--- src/rtl/cms_ctrl_sequencer.sv ---
// Command FIFO plus SETUP/STROBE/GAP write sequencer for the continuous monitoring system control bus.
// Optional build macro CMS_SEQ_PAUSE_EN holds the monitoring enable low while the sequencer is busy.
module cms_ctrl_sequencer #(
  parameter int ADDR_WIDTH    = 8,
  parameter int DATA_WIDTH    = 64,
  parameter int FIFO_DEPTH    = 4,
  parameter int STROBE_CYCLES = 2,
  parameter int GAP_CYCLES    = 2
) (
  input  logic                                clk,
  input  logic                                rst_n,
  input  logic                                cmd_valid,
  output logic                                cmd_ready,
  input  logic [ADDR_WIDTH-1:0]               cmd_addr,
  input  logic [DATA_WIDTH-1:0]               cmd_wdata,
  input  logic                                en_in,
  output logic [ADDR_WIDTH-1:0]               ctrl_addr,
  output logic [DATA_WIDTH-1:0]               ctrl_wdata,
  output logic                                ctrl_write_enable,
  output logic                                en,
  output logic                                busy,
  output logic [$clog2(FIFO_DEPTH+1)-1:0]     cmd_count,
  output logic [15:0]                         writes_done
);

  localparam int CNT_W  = $clog2(FIFO_DEPTH + 1);
  localparam int PTR_W  = $clog2(FIFO_DEPTH);
  localparam int PH_MAX = (STROBE_CYCLES > GAP_CYCLES) ? STROBE_CYCLES : GAP_CYCLES;
  localparam int PH_W   = $clog2(PH_MAX + 1);

  localparam logic [CNT_W-1:0] FULL        = CNT_W'(FIFO_DEPTH);
  localparam logic [PH_W-1:0]  STROBE_LAST = PH_W'(STROBE_CYCLES - 1);
  localparam logic [PH_W-1:0]  GAP_LAST    = PH_W'(GAP_CYCLES - 1);

  typedef enum logic [1:0] {IDLE, SETUP, STROBE, GAP} state_t;

  state_t                 state_q, state_d;
  logic [PH_W-1:0]        phase_q, phase_d;
  logic [CNT_W-1:0]       count_q, count_d;
  logic [PTR_W-1:0]       rd_ptr_q, rd_ptr_d;
  logic [PTR_W-1:0]       wr_ptr_q, wr_ptr_d;
  logic [ADDR_WIDTH-1:0]  ctrl_addr_q, ctrl_addr_d;
  logic [DATA_WIDTH-1:0]  ctrl_wdata_q, ctrl_wdata_d;
  logic [15:0]            writes_done_q, writes_done_d;
  logic                   en_q, en_d;
  logic                   push, pop;

  logic [ADDR_WIDTH-1:0]  fifo_addr_q  [FIFO_DEPTH];
  logic [DATA_WIDTH-1:0]  fifo_wdata_q [FIFO_DEPTH];

  // Ready depends only on the stored count, so a full FIFO never accepts on a pop edge.
  assign cmd_ready         = rst_n && (count_q != FULL);
  assign push              = cmd_valid && cmd_ready;
  assign busy              = (state_q != IDLE) || (count_q != '0);
  assign ctrl_write_enable = (state_q == STROBE);
  assign ctrl_addr         = ctrl_addr_q;
  assign ctrl_wdata        = ctrl_wdata_q;
  assign cmd_count         = count_q;
  assign writes_done       = writes_done_q;
  assign en                = en_q;

  always_comb begin
    state_d       = state_q;
    phase_d       = phase_q;
    pop           = 1'b0;
    writes_done_d = writes_done_q;

    case (state_q)
      IDLE: begin
        if (count_q != '0) begin
          pop     = 1'b1;
          state_d = SETUP;
        end
      end
      SETUP: begin
        state_d = STROBE;
        phase_d = '0;
      end
      STROBE: begin
        if (phase_q == STROBE_LAST) begin
          state_d = GAP;
          phase_d = '0;
        end else begin
          phase_d = phase_q + PH_W'(1);
        end
      end
      GAP: begin
        if (phase_q == GAP_LAST) begin
          writes_done_d = writes_done_q + 16'd1;
          phase_d       = '0;
          if (count_q != '0) begin
            pop     = 1'b1;
            state_d = SETUP;
          end else begin
            state_d = IDLE;
          end
        end else begin
          phase_d = phase_q + PH_W'(1);
        end
      end
      default: state_d = IDLE;
    endcase
  end

  always_comb begin
    ctrl_addr_d  = ctrl_addr_q;
    ctrl_wdata_d = ctrl_wdata_q;
    rd_ptr_d     = rd_ptr_q;
    wr_ptr_d     = wr_ptr_q;
    count_d      = count_q;

    if (pop) begin
      ctrl_addr_d  = fifo_addr_q[rd_ptr_q];
      ctrl_wdata_d = fifo_wdata_q[rd_ptr_q];
      rd_ptr_d     = rd_ptr_q + PTR_W'(1);
    end
    if (push) begin
      wr_ptr_d = wr_ptr_q + PTR_W'(1);
    end

    if (push && !pop) begin
      count_d = count_q + CNT_W'(1);
    end else if (pop && !push) begin
      count_d = count_q - CNT_W'(1);
    end
  end

  always_comb begin
`ifdef CMS_SEQ_PAUSE_EN
    en_d = en_in && !busy;
`else
    en_d = en_in;
`endif
  end

  // Payload storage needs no reset: the occupancy count gates every read.
  always_ff @(posedge clk) begin
    if (push) begin
      fifo_addr_q[wr_ptr_q]  <= cmd_addr;
      fifo_wdata_q[wr_ptr_q] <= cmd_wdata;
    end
  end

  always_ff @(posedge clk) begin
    if (!rst_n) begin
      state_q       <= IDLE;
      phase_q       <= '0;
      count_q       <= '0;
      rd_ptr_q      <= '0;
      wr_ptr_q      <= '0;
      ctrl_addr_q   <= '0;
      ctrl_wdata_q  <= '0;
      writes_done_q <= '0;
      en_q          <= 1'b0;
    end else begin
      state_q       <= state_d;
      phase_q       <= phase_d;
      count_q       <= count_d;
      rd_ptr_q      <= rd_ptr_d;
      wr_ptr_q      <= wr_ptr_d;
      ctrl_addr_q   <= ctrl_addr_d;
      ctrl_wdata_q  <= ctrl_wdata_d;
      writes_done_q <= writes_done_d;
      en_q          <= en_d;
    end
  end

endmodule

--- config.mk ---
export PLATFORM = sky130hd
export DESIGN_NAME = cms_ctrl_sequencer
export DESIGN_NICKNAME = d
export VERILOG_FILES = /design/src/rtl/cms_ctrl_sequencer.sv
export SDC_FILE = /design/constraint.sdc
export NUM_CORES = 1
export LEC_CHECK = 0
export BUFFER_PORTS_ARGS = -buffer_cell sky130_fd_sc_hd__buf_2
export CAP_MARGIN = 10
export CORE_MARGIN = 1.5
export CORE_UTILIZATION = 30
export DETAILED_ROUTE_END_ITERATION = 8
export PLACE_DENSITY = 0.45
export SYNTH_ARGS = -nofsm -noshare
export SYNTH_HDL_FRONTEND = slang
export SYNTH_SLANG_ARGS = --single-unit
--- constraint.sdc ---
create_clock -name clk -period 8.7 [get_ports clk]
set_clock_uncertainty 0.05 [all_clocks]
set_input_delay 1.305 -clock clk [delete_from_list [all_inputs] [get_ports clk]]
set_output_delay 1.305 -clock clk [all_outputs]
set_load 0.01 [all_outputs]
* Word-level counts from Yosys, hierarchy flattened
Memory sizes are Yosys's and may differ from the RTL's. A register that Yosys moved wholly into a read port is not among the register bits.
Index checks and enable logic that the tools add are counted.
** Word-level totals
- Memories kept :: 2
- Register bits :: 28
- Output and inout port bits :: 95
- Bits in writable memories :: 288
- Logic and storage cells :: 54
- Input port bits :: 76
** Memory list
- fifo_wdata_q :: depth 4, width 64, read ports 1, clocked after Yosys merged registers in 1, wr ports 1, line 49 : logic [DATA_WIDTH-1:0] fifo_wdata_q [FIFO_DEPTH];
- fifo_addr_q :: depth 4, width 8, read ports 1, clocked after Yosys merged registers in 1, wr ports 1, line 48 : logic [ADDR_WIDTH-1:0] fifo_addr_q [FIFO_DEPTH];
** Operators by class
- Mux-type cells :: 14
- Eq/ne operators :: 8
- Reductions and logical operators :: 17
- Add/sub/neg operators :: 6
** Operators by type and width (number)
- adder 16 x 1 -> 16 bit (second input constant) :: 1
- two-way mux 2 bit :: 4
- case mux 2 bit (4 select lines) :: 1
- adder 2 x 1 -> 2 bit (second input constant) :: 3
- two-way mux 3 bit :: 2
- nonzero test 2 bit :: 3
- two-way mux 1 bit :: 5
- == test 2 x 1 -> 1 bit (second input constant) :: 2
- == test 2 bit (second input constant) :: 2
- logical AND 1 bit :: 4
- zero test 1 bit :: 4
- != test 2 bit (second input constant) :: 2
- case mux 2 bit (2 select lines) :: 1
- adder 3 x 1 -> 3 bit (second input constant) :: 1
- != test 3 bit (second input constant) :: 1
- AND reduction 3 bit :: 1
- nonzero test 3 bit :: 1
- subtractor 3 x 1 -> 3 bit (second input constant) :: 1
- zero test 2 bit :: 1
- != test 2 x 1 -> 1 bit (second input constant) :: 1
- case mux 1 bit (2 select lines) :: 1
- AND reduction 2 bit :: 1
- OR reduction 2 bit :: 1
- logical OR 1 bit :: 1

* Logic depth before layout (Yosys ltp)
- Word-level depth :: 7
- Depth in mapped cells :: 12
- Depth with buffers taken out :: 11

* Worst setup path before layout
OpenSTA, ideal clock, no wires.
- Kind :: in2reg
- Start :: in rst_n
- End :: mem fifo_addr_q[0][0] (enable)
- Setup slack :: 4.581 ns
- Stages :: 4
- Setup time :: 0.438 ns
- Buffers on the path :: 1
- Arrival :: 3.631 ns
- Required time :: 8.212 ns
- Cells stage by stage :: buf_2 > inv_2 > a211oi_2 > and2_1
** On the way
- Word-level cells in the longest chain between the ends :: 4
** RTL lines
- start, declared :: line 11 : input logic rst_n,
- logical AND 1 bit :: line 52 : assign cmd_ready = rst_n && (count_q != FULL);
- logical AND 1 bit :: line 53 : assign push = cmd_valid && cmd_ready;
- via push :: line 46 : logic push, pop;
- two-way mux 1 bit :: line 138 : if (push) begin
- two-way mux 1 bit (implied by the code) :: line 139 : fifo_addr_q[wr_ptr_q] <= cmd_addr;
- end, declared :: line 48
The timed path passes the listed nets, and every way through them passes these cells.

* Worst setup path in the final report
- Start :: reg state_q[1]
- End :: reg count_q[2], in the netlist cmd_count[2]
** On the way
- Word-level cells in the longest chain between the ends :: 5
- Elaborated cells between the ends (all ways) :: 8
- Those cells by class :: eq/ne: 1; mux: 2; reduce/logical: 5
** RTL lines
- start, declared :: line 37 : state_t state_q, state_d;
- start signal, assigned :: line 156 : state_q <= state_d;
- == test 2 bit or zero test 2 bit (tied branches) :: line 68 : case (state_q)
- case mux 1 bit (2 select lines) (*) :: line 68
- zero test 1 bit :: line 121 : if (push && !pop) begin
- logical AND 1 bit :: line 121
- two-way mux 3 bit or nonzero test 2 bit (tied branches)
- end signal, assigned :: line 158 : count_q <= count_d;
- end, declared :: line 39 : logic [CNT_W-1:0] count_q, count_d;
Mark *: on every way between the ends. The rest lies on a longest branch, timed or not.
A chain may end at the register's enable or synchronous reset.

==> metrics.cfg <==
[min_path]
hold_path.class=register to register
hold_depth=2

[job]
cap_violations=0

[sta]
slew_headroom_pct=32.5
hold-worst-slack_ns=0.399
finalHoldViolCount=0
setup-tns-final_ns=0
post-route-min-period_ns=3.55
fin_crit_sh_pct=40.9
setup_viol=0
max_clock_freq_ghz=0.281
worstMarginPinSlew_ns=1.01
rsz0062_at_grt=no
finalMaxSlewViolations=0

[drt]
viasPerCell=4.56
drc=28
wire_per_inst_um=19.2
dr.pass1.iters=7
first_iter_violations=575
wirelength_um=32200
vias=7635
postRouteAntennaNets=0

[global_routing]
grt_max_degree=75
grtUsageTotal_pct=13.4
grt-ovfl-total=0
grt_pass1_wl_um=49700
antenna_found_initial=8
grt_pass1_vias=7963

[final_layout]
final_common_cell=edfxtp_1
nNetsFinal=1115
postLayoutCoreUtil_pct=37.0
layout_common_cells=edfxtp_1, buf_2, nand2_1, dfxtp_1, a21oi_1
fillCellCount=4431
drive_above_1_share_pct=31.6
area_growth_pct=21.3
final_area_sq_um=17300

[clocking]
clk_path_buf_depth=3
tritoncts=done
cts.hold.buffers_added=0
clock_latency_ns=0.56
cts-buffers-inserted=44
clkTransAtPathRegs_ns=0.06
root_buffer=clkbuf_16
cts_resized=0
post_cts_buffers=0
cts.sinks=388
htreeDepth=2

[critical_path]
critical_path_required_ns=9.14
cpMostUsedCell=ha_1
worstRegToRegCells=11
crit_path_cell_trace=ha_1 -> nand3b_1 -> a211oi_4 -> buf_4 -> clkinv_2 -> ha_1 -> inv_1 -> fa_1 -> xor2_1 -> or3_1 -> a21oi_1
crit_fanout=74
cpPeakStageDelay_ns=0.82
critPathCaptureType=register
crit_slowest_cell=buf_4
cp.arrival_ns=3.99
crit_type=register to register
start_kind=register

[synth]
synth-edff-count=288
yosys_warnings=0
yosysSeqAreaShare_pct=74.6
ys_types=39
ys_seq_elements=388
syn_area_sq_um=14300
synth.avg_cell_area_sq_um=16.8
postSynthCellCount=847
ys.flop_type=edfxtp_1
synth_nets=934
synthArstFlopShare_pct=0

[power]
seqPwrFrac_pct=44.2
switchingPower_mw=1.46
p_per_area_nw_per_um2=305
p_leak_nw=6.01
p_comb_share_pct=18.4
ir_drop_uv=137
clock_power_share_pct=37.4
swShare_pct=27.6
power.internal_mw=3.83

[die]
dieArea_sq_um=48900
die_h_um=221
die_w_um=221
core-area_sq_um=46800
io_pins=171
start_util_pct=30.5
rows=79

[placement]
dp_hpwl_um=18800
place.port_buffers=170
post_dp_cell_area_sq_um=15700
place_congestion=0.730

[status]
violations=design-rule violations
status=finished with violations

-- Yosys cell counts, drive strengths merged (7+ instances only) --
cell type	instances	area, sq um
mux4	72	1620
ha	10	125
buf	27	183
clkbuf	17	63.8
inv	12	45.1
dfxtp	100	2000
nand2	154	578
xnor2	11	96.3
nor3	7	40.0
a21oi	78	390
nor2	21	78.8
edfxtp	288	8650
-- metrics by stage --
step,worst slack (ns),power (mW),cells
floorplan,4.58,3.01,847
global placement,4.75,3.38,1589
detailed placement,4.70,3.38,1589
CTS,5.05,5.38,1671
global route,4.78,5.57,1672
finish,5.15,5.29,1675
-- cell type report --
class / count / area [sq um] / area share (%)
flip-flops and latches: 388 / 10700 / 61.6
inverters: 12 / 48.8 / 0.282
clock buffers: 63 / 1310 / 7.55
diodes: 4 / 10.0 / 0.0578
multi-input cells: 403 / 3350 / 19.3
repair buffers: 179 / 918 / 5.31
well taps: 607 / 759 / 4.39
clock inverters: 19 / 262 / 1.51
-- kinds of logic (layout without fill, tap and decap cells) --
| logic type | Yosys count | count (layout) | synth area share [%] |
|---|---|---|---|
| compound gates | 86 | 86 | 3.20 |
| xor+xnor | 15 | 15 | 0.921 |
| fa+ha+maj | 11 | 11 | 1.02 |
| buf+inv | 56 | 273 | 2.04 |
| flops | 388 | 388 | 74.6 |
| mux | 77 | 77 | 11.7 |
| other cells | 0 | 4 | 0 |
| simple gates | 214 | 214 | 6.47 |
-- critical path: cells and delay by family (launching register included) --
family / cells / cell delay, ns
simple gates: 2 / 0.75
fa+ha+maj: 3 / 0.66
compound gates: 2 / 0.52
buf+inv: 3 / 1.03
xor+xnor: 1 / 0.07
flops: 1 / 0.39
-- power groups by stage --
stage | clock network, mW | logic, mW | registers (mW)
after detailed placement | 0 | 1.00 | 2.38
final | 1.98 | 0.970 | 2.34
after global placement | 0 | 1.00 | 2.38
after global routing | 2.11 | 1.08 | 2.37
after floorplan | 0 | 0.616 | 2.40
after CTS | 2.03 | 1.00 | 2.35
-- flip-flops by register name, indices dropped and copies added (netlist names) --
register and flops:
fifo_addr_q 32, en 1, fifo_wdata_q 256, ctrl_wdata 64
wr_ptr_q 2, ctrl_addr 8, state_q 2, cmd_count 3
writes_done 16, phase_q 2, rd_ptr_q 2
-- path summary, 6_finish.rpt --
kind / startpoint / to / slack [ns]
setup / recovery: state_q[1] / cmd_count[2] / 5.15
hold / removal: ctrl_wdata[19] / ctrl_wdata[19] / 0.40
setup reg to reg: state_q[1] / cmd_count[2] / 5.15
hold reg to reg: ctrl_wdata[19] / ctrl_wdata[19] / 0.40
-- metal layers --
| layer | vias up | global-route usage (%) | wire length, um |
|---|---|---|---|
| li1 | 3562 | - | - |
| met1 | 3823 | 18.4 | 14600 |
| met2 | 172 | 20.5 | 14800 |
| met3 | 66 | 3.47 | 2000 |
| met4 | 12 | 4.69 | 705 |
| met5 | - | 0 | 70 |
Power figures use the tool's default switching activity.
